$ cat config.mk
export PLATFORM = sky130hd
export DESIGN_NAME = control_sequencer
export DESIGN_NICKNAME = d
export VERILOG_FILES = /design/src/rtl/control_sequencer.sv
export SDC_FILE = /design/constraint.sdc
export NUM_CORES = 1
export LEC_CHECK = 0
export CAP_MARGIN = 20
export CORE_AREA = 3 3 46 48
export DETAILED_ROUTE_END_ITERATION = 16
export DIE_AREA = 0 0 49 51
export PLACE_DENSITY = 0.7
export SLEW_MARGIN = 0
export SYNTH_ARGS = -nofsm -noshare
export SYNTH_HDL_FRONTEND = slang
export SYNTH_SLANG_ARGS = --single-unit
$ cat constraint.sdc
create_clock -name clock -period 1.7 [get_ports clock]
set_input_delay 0.17 -clock clock [delete_from_list [all_inputs] [get_ports clock]]
set_output_delay 0.17 -clock clock [all_outputs]
set_load 0.005 [all_outputs]
$ cat src/rtl/control_sequencer.sv
// Multi-cycle sequencer beside the control decoder: pipeline advance, memory write strobe,
// I/O handshakes, PAUSE/resume and sticky HALT. Optional I/O timeout: CTRL_IO_TIMEOUT_EN.
module control_sequencer #(
  parameter int unsigned ID_WIDTH          = 7,
  parameter int unsigned MEM_WAIT          = 0,
  parameter int unsigned IO_TIMEOUT_CYCLES = 255
) (
  input  logic                clock,
  input  logic                reset,
  input  logic [ID_WIDTH-1:0] id,
  input  logic                id_valid,
  input  logic                confirmation,
  input  logic                resume,
  output logic                enable,
  output logic                allow_write_on_memory,
  output logic                is_input,
  output logic                is_output,
  output logic                halted,
  output logic                fault
);

  localparam int unsigned WAIT_W = 4;
`ifdef CTRL_IO_TIMEOUT_EN
  localparam int unsigned TMO_W  = $clog2(IO_TIMEOUT_CYCLES + 1);
`endif

  typedef enum logic [2:0] {
    S_RUN      = 3'd0,
    S_MEM_WAIT = 3'd1,
    S_IO_REQ   = 3'd2,
    S_IO_REL   = 3'd3,
    S_PAUSE    = 3'd4,
    S_HALT     = 3'd5,
    S_FAULT    = 3'd6
  } state_t;

  // Elaboration-time parameter sanity check
  if (MEM_WAIT > 15 || IO_TIMEOUT_CYCLES == 0) begin : g_bad_cfg
    $error("control_sequencer: MEM_WAIT must be 0..15 and IO_TIMEOUT_CYCLES nonzero");
  end

  function automatic logic id_is(input logic [ID_WIDTH-1:0] v, input int unsigned n);
    return v == ID_WIDTH'(n);
  endfunction

  // Instruction class decode
  logic cls_mem, cls_store, cls_out, cls_in, cls_pause, cls_halt;

  always_comb begin
    cls_mem   = (id >= ID_WIDTH'(39) && id <= ID_WIDTH'(55)) || id_is(id, 67) || id_is(id, 68);
    cls_store = id_is(id, 40) || id_is(id, 41) || id_is(id, 42) || id_is(id, 48) ||
                id_is(id, 50) || id_is(id, 52) || id_is(id, 54) || id_is(id, 67);
    cls_out   = id_is(id, 69);
    cls_pause = id_is(id, 70);
    cls_in    = id_is(id, 71);
    cls_halt  = id_is(id, 75);
  end

  state_t              state, state_d;
  logic [WAIT_W-1:0]   wait_cnt, wait_d;
  logic                io_is_out, io_is_out_d;
  logic                store_q, store_d;
  logic                resume_q;
  logic                enable_c, write_c;
  logic                is_input_d, is_output_d, halted_d;
`ifdef CTRL_IO_TIMEOUT_EN
  logic [TMO_W-1:0]    tmo_cnt, tmo_d;
  logic                fault_d;
`endif

  // Next-state, commit strobes and next registered outputs
  always_comb begin
    state_d     = state;
    wait_d      = wait_cnt;
    io_is_out_d = io_is_out;
    store_d     = store_q;
    enable_c    = 1'b0;
    write_c     = 1'b0;
`ifdef CTRL_IO_TIMEOUT_EN
    tmo_d       = tmo_cnt;
`endif

    unique case (state)
      S_RUN: begin
        if (id_valid) begin
          if (cls_halt) begin
            state_d = S_HALT;
          end else if (cls_out || cls_in) begin
            state_d     = S_IO_REQ;
            io_is_out_d = cls_out;
`ifdef CTRL_IO_TIMEOUT_EN
            tmo_d       = '0;
`endif
          end else if (cls_pause) begin
            state_d = S_PAUSE;
          end else if (cls_mem && MEM_WAIT != 0) begin
            state_d = S_MEM_WAIT;
            wait_d  = WAIT_W'(MEM_WAIT);
            store_d = cls_store;
          end else begin
            enable_c = 1'b1;
            write_c  = cls_store;
          end
        end
      end

      S_MEM_WAIT: begin
        if (wait_cnt == WAIT_W'(1)) begin
          enable_c = 1'b1;
          write_c  = store_q;
          state_d  = S_RUN;
        end else begin
          wait_d = wait_cnt - WAIT_W'(1);
        end
      end

      S_IO_REQ: begin
        if (confirmation) begin
          enable_c = 1'b1;
          state_d  = S_IO_REL;
`ifdef CTRL_IO_TIMEOUT_EN
        end else if (tmo_cnt == TMO_W'(IO_TIMEOUT_CYCLES - 1)) begin
          state_d = S_FAULT;
        end else begin
          tmo_d = tmo_cnt + TMO_W'(1);
`endif
        end
      end

      S_IO_REL: begin
        if (!confirmation) state_d = S_RUN;
      end

      // Only a fresh rising edge of resume releases PAUSE
      S_PAUSE: begin
        if (resume && !resume_q) begin
          enable_c = 1'b1;
          state_d  = S_RUN;
        end
      end

      S_HALT, S_FAULT: state_d = state;

      default: state_d = S_RUN;
    endcase

    is_output_d = (state_d == S_IO_REQ && io_is_out_d) || state_d == S_PAUSE;
    is_input_d  = (state_d == S_IO_REQ && !io_is_out_d) || state_d == S_PAUSE;
    halted_d    = state_d == S_HALT;
`ifdef CTRL_IO_TIMEOUT_EN
    fault_d     = state_d == S_FAULT;
`endif
  end

  // Strobes are forced low while reset is held so an interrupted access never commits
  assign enable                = enable_c & reset;
  assign allow_write_on_memory = write_c & reset;

  always_ff @(posedge clock or negedge reset) begin
    if (!reset) begin
      state     <= S_RUN;
      wait_cnt  <= '0;
      io_is_out <= 1'b0;
      store_q   <= 1'b0;
      resume_q  <= 1'b0;
      is_input  <= 1'b0;
      is_output <= 1'b0;
      halted    <= 1'b0;
`ifdef CTRL_IO_TIMEOUT_EN
      tmo_cnt   <= '0;
      fault     <= 1'b0;
`endif
    end else begin
      state     <= state_d;
      wait_cnt  <= wait_d;
      io_is_out <= io_is_out_d;
      store_q   <= store_d;
      resume_q  <= resume;
      is_input  <= is_input_d;
      is_output <= is_output_d;
      halted    <= halted_d;
`ifdef CTRL_IO_TIMEOUT_EN
      tmo_cnt   <= tmo_d;
      fault     <= fault_d;
`endif
    end
  end

`ifndef CTRL_IO_TIMEOUT_EN
  assign fault = 1'b0;
`endif

endmodule

==> summary.md <==
| Metric | Value |
|---|---|
| Outcome | finished with violations |
| Failing checks | setup timing |
| Area growth syn-to-layout | 57.7% |
| GRT overflow | 0 |
| Via count | 719 |
| Die Ht | 51 um |
| Post-DP Area | 1070 um^2 |
| CTS tree | done |
| Drt pass-1 iters | 4 |
| Core Rows | 15 |
| Busiest grt layer | met2 |
| Crit path cell chain | or4b_4, and2b_2, buf_6, o2111a_1, buf_2 |
| Final setup violation count | 7 |
| Routed len/inst | 13.2 um |
| DP HPWL | 1400 um |
| Sequential area share after synthesis | 0.404 |
| Num CTS Buffers | 3 |
| Worst Path Arrival | 1.79 ns |
| Hold Vio Cnt, Final | 0 |
| Nets | 131 |
| Synth cell types | 39 |
| Minimum clock period | 1.96 ns |
| Total Routing Usage GR | 0.160 |
| GP Congestion | 0.824 |
| Final WS setup | -0.264 ns |
| Antenna diodes | 0 |
| Overall die area | 2500 um^2 |
| M2 GR Usage | 0.305 |
| Area leader, netlist | dfrtp_1 |
| CTS H-tree depth | 1 |
| CP startpoint kind | flip-flop |
| Vias in the first global route | 768 |
| Clock Tree Buf Depth | 2 |
| Number of DRC markers in iteration 0 | 11 |
| Via density | 5.10 |
| Max-cap violations | 0 |
| Critical Path RT | 1.53 ns |
| Die width | 49 um |
| Mean Syn Cell Area | 10.0 um^2 |
| Worst Path Buf+Inv | 2 |
| Mapped Nets | 88 |
| DRT antenna net count | 0 |
| RSZ-0062 raised after global routing | yes |
| Ports | 18 |
| Critical-path maximum fanout | 2 |
| Most frequent cells in the layout | 20 x buf_4, 12 x dfrtp_1, 8 x clkdlybuf4s50_1 |
| Placed cells | 133 |
| Layout cells sized above 1 | 0.397 |
| Clock Tree Root | clkbuf_4 |
| Starting density of the core | 0.426 |
| Peak VDD IR | 778 uV |
| PwrDens | 1070 nW/um^2 |
| Slowest-stage cell, CP | or4b_4 |
| Final Util | 0.672 |
| Residual DRC count | 0 |
| Min-Delay Path Class | in -> async |
| Gate Count Post-Synth | 74 |
| Initial antenna violation count | 0 |
| Post-Syn Area | 743 um^2 |
| Worst Path Class, Setup | reg -> out |
| CP Capture Type | output pin |
| Commonest non-fill, non-tap cell in the layout | buf_4 |
| Met3 global-route usage | 0.0321 |
| Pins Over Slew Limit | 0 |
| Clock transition at the registers of the reported paths | 0.07 ns |
| Leak Pwr | 0.565 nW |
| Final wirelength | 1860 um |
| Share of the synthesized area in the top cell type | 0.404 |
| Synthesis-stage register bit count | 12 |
| Ranking of synthesized cells by area | dfrtp_1 40%, nand3b_1 4.0%, inv_1 3.5% |
| Design area | 1170 um^2 |
| Core Region | 1750 um^2 |
| Non-filler cells in the finished layout | 141 |
| Clock skew | 0.00524 ns |
| Final worst path period share | 1.16 |
| First-pass GRT wire length | 3150 um |
| Largest net degree at the start of global routing | 10 |
| CP max stage delay | 0.53 ns |
| Met1 Use GR | 0.185 |
| IO buf count | 16 |
| Crit-path leading delay family | simple AND/OR/NAND/NOR gates |
| Max Fclk | 0.509 GHz |
| Clock Latency Late Sink | 0.26 ns |
| Yosys warns | 0 |
| CTS sink cnt | 12 |
## Yosys cell counts
cell,number
and2_2,1
nor4_4,1
ha_1,2
nand2_1,5
inv_1,7
a21boi_0,1
mux2i_1,1
xnor2_1,1
conb_1,1
and2b_2,1
nor2b_1,1
dfrtp_1,12
and2b_1,1
a41oi_1,1
nor3_1,2
a21bo_2,1
nand3b_1,4
a32o_1,1
and4_1,1
or4b_4,1
a211o_1,2
buf_4,1
o31a_1,1
a21oi_1,2
or2b_2,1
o22ai_1,1
nand2b_1,1
o21a_1,2
o2111a_1,1
or4bb_1,1
and3_1,1
nor3b_1,2
nor2_1,3
xor2_1,2
or4b_2,1
o311a_1,1
nand4_1,1
o21ai_0,3
nor4_1,1
## path summary, 6_finish.rpt
check,from,endpoint,slack [ns],cells past startpoint
max,state[0]$_DFF_PN0_,allow_write_on_memory,-0.26,5
min,reset,wait_cnt[2]$_DFFE_PN0P_,0.30,2
max reg2reg,state[0]$_DFF_PN0_,is_output$_DFF_PN0_,-0.24,6
min reg2reg,wait_cnt[3]$_DFFE_PN0P_,wait_cnt[3]$_DFFE_PN0P_,0.47,1
max in group asynchronous,reset,state[1]$_DFF_PN0_,1.24,2
min in group clock,resume,resume_q$_DFF_PN0_,0.39,1
## registers in the layout, summed over array words and instances, names as in the netlist
| register | count |
|---|---|
| resume_q | 1 |
| is_input | 1 |
| is_output | 1 |
| halted | 1 |
| io_is_out | 1 |
| state | 3 |
| wait_cnt | 4 |
## what timing repair did
| item | in CTS | in global routing |
|---|---|---|
| pin swaps | 7 | 5 |
| gates resized for setup | 28 | 5 |
| hold buffers | 0 | 0 |
| setup endpoints to repair | 6 | 9 |
| buffers inserted | 4 | 2 |
## report_power, final
group,switching [W],total (W),internal (W)
Sequential,0.0000512,0.000417,0.000365
Combinational,0.000271,0.000618,0.000347
Clock,0.0000876,0.000217,0.000130
## area by class of cell
class                      count  area (um^2)
fill                         138          573
multi-input combinational     54          454
timing repair buffer          39          324
sequential                    12          300
clock buffer                   4         36.3
tap                           25         31.3
inverter                       7         26.3
## logic make-up (layout without fill, tap and decap cells)
logic type                 count (synthesis)  after routing  synth area share
AOI/OAI and AO/OA                         17             17             0.175
xor gates and xnor gates                   3              3            0.0354
adders and majority gates                  2              2            0.0337
buffers and inverters                      8             50            0.0455
DFF                                       12             12             0.404
muxes                                      1              1            0.0135
other                                      1              1           0.00505
and+or+nand+nor                           30             30             0.288
## layer usage
metal  wire length [um]  vias up
met2                962       14
met1                840      352
met4                 12        0
met5                  0        -
li1                   -      351
met3                 48        2
## metrics by stage
stage               hold slack [ns]  setup TNS (ns)  power (W)  setup WS, ns
floorplan                    -0.126          -0.515   0.000676        -0.181
global placement              0.461           -3.20   0.000905        -0.743
detailed placement            0.465           -3.31   0.000931        -0.796
CTS                           0.303           -1.16    0.00123        -0.266
global route                  0.303           -1.97    0.00135        -0.375
finish                        0.298           -1.26    0.00125        -0.264
Power figures use the tool's default switching activity.
